--- config.mk ---
export PLATFORM = sky130hd
export DESIGN_NAME = ifid_hazard_ctrl
export DESIGN_NICKNAME = d
export VERILOG_FILES = /design/src/rtl/ifid_hazard_ctrl.sv
export SDC_FILE = /design/constraint.sdc
export NUM_CORES = 1
export LEC_CHECK = 0
export BUFFER_PORTS_ARGS = -buffer_cell sky130_fd_sc_hd__buf_2
export CORE_ASPECT_RATIO = 0.6
export CORE_MARGIN = 2
export CORE_UTILIZATION = 50
export CTS_BUF_LIST = sky130_fd_sc_hd__clkbuf_16
export CTS_CLUSTER_DIAMETER = 40
export DETAILED_ROUTE_END_ITERATION = 6
export PLACE_DENSITY = 0.82
export SKIP_CTS_REPAIR_TIMING = 1
export SLEW_MARGIN = 20
export SYNTH_ARGS = -nofsm -noshare
export SYNTH_HDL_FRONTEND = slang
export SYNTH_SLANG_ARGS = --single-unit
--- constraint.sdc ---
create_clock -name clk -period 4.9 [get_ports clk]
set_input_delay 0.49 -clock clk [delete_from_list [all_inputs] [get_ports clk]]
set_output_delay 0.49 -clock clk [all_outputs]
set_load 0.05 [all_outputs]
--- src/rtl/ifid_hazard_ctrl.sv ---
// IF/ID hazard control: load-use stall, multi-cycle branch flush, and
// saturating stall/flush event counters for performance debug.
module ifid_hazard_ctrl #(
  parameter int unsigned FLUSH_CYCLES = 2,
  parameter int unsigned CNT_W        = 16
) (
  input  logic             clk,
  input  logic             reset_n,
  input  logic             idex_mem_read,
  input  logic [4:0]       idex_rd,
  input  logic [4:0]       ifid_rs1,
  input  logic [4:0]       ifid_rs2,
  input  logic             branch_taken,
  output logic             pc_write,
  output logic             ifid_write,
  output logic             ifid_flush,
  output logic             idex_bubble,
  output logic [CNT_W-1:0] stall_cnt,
  output logic [CNT_W-1:0] flush_cnt
);

  localparam int unsigned DC_W = $clog2(FLUSH_CYCLES + 1);

  typedef enum logic [1:0] {
    RUN      = 2'd0,
    LU_STALL = 2'd1,
    FLUSH    = 2'd2
  } state_t;

  state_t          state;
  logic [DC_W-1:0] dcnt;
  logic            hazard;

  // Load in ID/EX writes a register the IF/ID instruction reads (x0 excluded).
  assign hazard = idex_mem_read && (idex_rd != 5'd0) &&
                  ((idex_rd == ifid_rs1) || (idex_rd == ifid_rs2));

  // State, flush down-counter and saturating event counters.
  always_ff @(posedge clk or negedge reset_n) begin
    if (!reset_n) begin
      state     <= RUN;
      dcnt      <= '0;
      stall_cnt <= '0;
      flush_cnt <= '0;
    end else begin
      case (state)
        RUN, LU_STALL: begin
          if (branch_taken) begin
            if (flush_cnt != '1) flush_cnt <= flush_cnt + CNT_W'(1);
            if (FLUSH_CYCLES > 1) begin
              state <= FLUSH;
              dcnt  <= DC_W'(FLUSH_CYCLES - 1);
            end else begin
              state <= RUN;
            end
          end else if ((state == RUN) && hazard) begin
            if (stall_cnt != '1) stall_cnt <= stall_cnt + CNT_W'(1);
            state <= LU_STALL;
          end else begin
            state <= RUN;
          end
        end
        FLUSH: begin
          // Further redirects come from squashed instructions and are ignored.
          dcnt <= dcnt - DC_W'(1);
          if (dcnt == DC_W'(1)) state <= RUN;
        end
        default: begin
          state <= RUN;
        end
      endcase
    end
  end

  // Mealy control outputs from current state and inputs; forced safe in reset.
  always_comb begin
    pc_write    = 1'b1;
    ifid_write  = 1'b1;
    ifid_flush  = 1'b0;
    idex_bubble = 1'b0;
    if (!reset_n) begin
      pc_write    = 1'b0;
      ifid_write  = 1'b0;
      ifid_flush  = 1'b1;
      idex_bubble = 1'b1;
    end else begin
      case (state)
        RUN, LU_STALL: begin
          if (branch_taken) begin
            ifid_flush  = 1'b1;
            idex_bubble = 1'b1;
          end else if ((state == RUN) && hazard) begin
            pc_write    = 1'b0;
            ifid_write  = 1'b0;
            idex_bubble = 1'b1;
          end
        end
        FLUSH: begin
          ifid_flush  = 1'b1;
          idex_bubble = 1'b1;
        end
        default: begin
          pc_write    = 1'b1;
          ifid_write  = 1'b1;
          ifid_flush  = 1'b0;
          idex_bubble = 1'b0;
        end
      endcase
    end
  end

endmodule

==> out/results.ini <==
[timing]
fin_crit_ps=2760
fin_worst_skew_ps=2.00
fin_crit_sh_pct=56.4
hold_violations=0
max_slew.worst_pin.slew_ps=835
maxSlewHeadroom_pct=44.3
worst_slack_ps=2140
setup_viol_count_final=0
max_freq_mhz=362
finalSetupTns_ps=0
maxSlewViolCount=0
rsz0062_at_grt=no

[yosys]
yosysTopAreaCell=dfrtp_1
synthDistinctLibCells=39
synth_warnings=0
syn_nets=206
syn-cell-area_mm2=0.00195
yosysSeqAreaShare_pct=46.2
synth_edf_count=0
synth_cells=184
async_flop_share_pct=100
syn_area_per_cell_um2=10.6
synth.area.top_cells=dfrtp_1, xor2_1, xnor2_1
ys.flop_type=dfrtp_1
synth-seq-cells=36
yosysTopAreaCellShare_pct=46.2

[global_routing]
grt_pass1_vias=1456
grt_pass1_wl_um=6900
overflow=0
grt_busiest_layer=met2
use_met3_pct=7.24
grt_max_degree=24
track_usage_pct=20.4
use_met2_pct=30.1
antenna_found_initial=0
gr-usage-met1_pct=27.9

[cts]
clkSinkCount=36
cts_tree=built
htree_levels=2
numCtsBuffers=5
root_buffer=clkbuf_16
clockBufferDepth=2
clk_latency_ps=270
clkTransAtPathRegs_ps=50

[power_and_ir_drop]
total_power_w=0.00101
peakVddDrop_mv=0.319
pwr-share-seq_pct=39.0
switching_share_pct=39.0
p_leak_nw=1.20
switchingPower_w=0.000393
p_clk_share_pct=28.9
p_per_area_mw_per_mm2=421
p_int_w=0.000616
power.share.combinational_pct=32.0

[critical_path]
rr_worst_depth=6
path_max_fanout=6
worst_setup_path_end_kind=output pin
path_class=in2out
path_delay_family=simple AND/OR/NAND/NOR gates
cp-start-kind=primary input
startpoint=idex_rd[1]
crit_top_cell=buf_2
rrSetupSlack_ps=2930
critPathCapture=pc_write
rr_endpoint=stall_cnt[1]$_DFFE_PN0P_
path_depth=7
r2r_start=stall_cnt[0]$_DFFE_PN0P_
crit_arrival_ps=2270
cp_slowest_cell=or4_1
path_cells=buf_2 -> or4_1 -> o211a_1 -> nand2b_1 -> nor2_1 -> nor2b_1 -> buf_2
path_buf_inv=2
crit_required_ps=4410
cp_slowest_stage_delay_ps=530

[route]
avgRoutedWirePerCell_um=15.0
ant_nets=0
drt_iter0_markers=113
drt-vias-per-instance=5.60
drc=0
totalWireLength_um=4340
vias=1623
firstDrtPassIters=4

[place]
hpwl_um=3320
gp_congestion=0.883
placedCellCount=283
port_buffers=54
pre_cts_slack_ps=2150

[die]
pin_count=55
initial_core_util_pct=52.7
rows=17
die_w_um=84.7
placeableCoreArea_mm2=0.00370
die_height_um=52.4
die_area_mm2=0.00444

[layout]
drive_gt1_share_pct=29.6
nets=265
final_cells=290
diodes=0
syn2layout_area_growth_pct=22.9

[outcome]
run_status=complete, no violations

[job]
maxCapViolations=0

[hold_path]
hp-class=in2async

-- layer usage --
metal  vias up  share of wire (%)
li1        770                  -
met1       786                 49
met2        61                 42
met3         6                7.5
met4         0                1.4
met5         -                  0
-- how the worst min path moves through the flow --
stage                                          end
after floorplan                dcnt[0]$_DFFE_PN0P_
after global placement    stall_cnt[2]$_DFFE_PN0P_
after detailed placement  stall_cnt[2]$_DFFE_PN0P_
after CTS                 stall_cnt[3]$_DFFE_PN0P_
after global routing      stall_cnt[3]$_DFFE_PN0P_
final                          dcnt[0]$_DFFE_PN0P_
-- registers in the layout, indices dropped and copies added, names as in the netlist --
name,flops
flush_cnt,16
dcnt,2
stall_cnt,16
state,2
-- through the flow --
stage | hold slack, ps | instance area (um^2) | util [%]
final | 122 | 2400 | 64.8
after floorplan | 194 | 1950 | -
after global routing | 155 | 2400 | 64.8
after global placement | 421 | 2260 | 61.2
after CTS | 135 | 2400 | 64.8
after detailed placement | 425 | 2260 | 61.2
-- cell usage after synthesis (2+ instances only) --
library cell / count
nor3_1: 10
xor2_1: 31
ha_1: 3
or4_1: 3
nand3_1: 9
nand2_1: 10
and2_1: 2
inv_1: 6
nor4_1: 8
and4_1: 2
nor4b_1: 2
nor2_1: 13
mux2_2: 2
dfrtp_1: 36
nand2b_1: 6
o21ai_0: 2
nand4_1: 9
xnor2_1: 9
-- placed cells by master (no fill, tap or decap), types with 7 or more instances in the layout --
| cell | count |
|---|---|
| inv_1 | 7 |
| nand3_1 | 9 |
| nor4_1 | 8 |
| nand2_1 | 10 |
| nor3_1 | 10 |
| buf_2 | 54 |
| nand4_1 | 9 |
| nor2_1 | 13 |
| xor2_1 | 31 |
| dfrtp_1 | 36 |
| xnor2_1 | 9 |
-- area by class of cell --
| type | count | area (um^2) |
|---|---|---|
| clock buffer | 5 | 125 |
| clock inverter | 2 | 8.76 |
| fill | 322 | 1300 |
| inverter | 6 | 22.5 |
| multi-input combinational | 139 | 1000 |
| sequential | 36 | 901 |
| tap | 47 | 58.8 |
| timing repair buffer | 55 | 278 |
-- kinds of logic (layout without fill, tap and decap cells) --
family	after synthesis	count (layout)	share of synthesized area, %
fa+ha+maj	3	3	1.92
xor+xnor	40	40	17.9
compound gates	6	6	2.37
flops	36	36	46.2
mux	3	3	1.92
buf+inv	9	68	2.37
simple gates	87	87	27.3
-- power by group through the flow --
stage               combinational [W]  sequential [W]  clock (W)
floorplan                    0.000136        0.000499          0
global placement             0.000317        0.000398          0
CTS                          0.000327        0.000394   0.000297
finish                       0.000323        0.000394   0.000292
detailed placement           0.000324        0.000399          0
global route                 0.000349        0.000401   0.000313
Note: power is estimated with default switching activity, not from simulation.
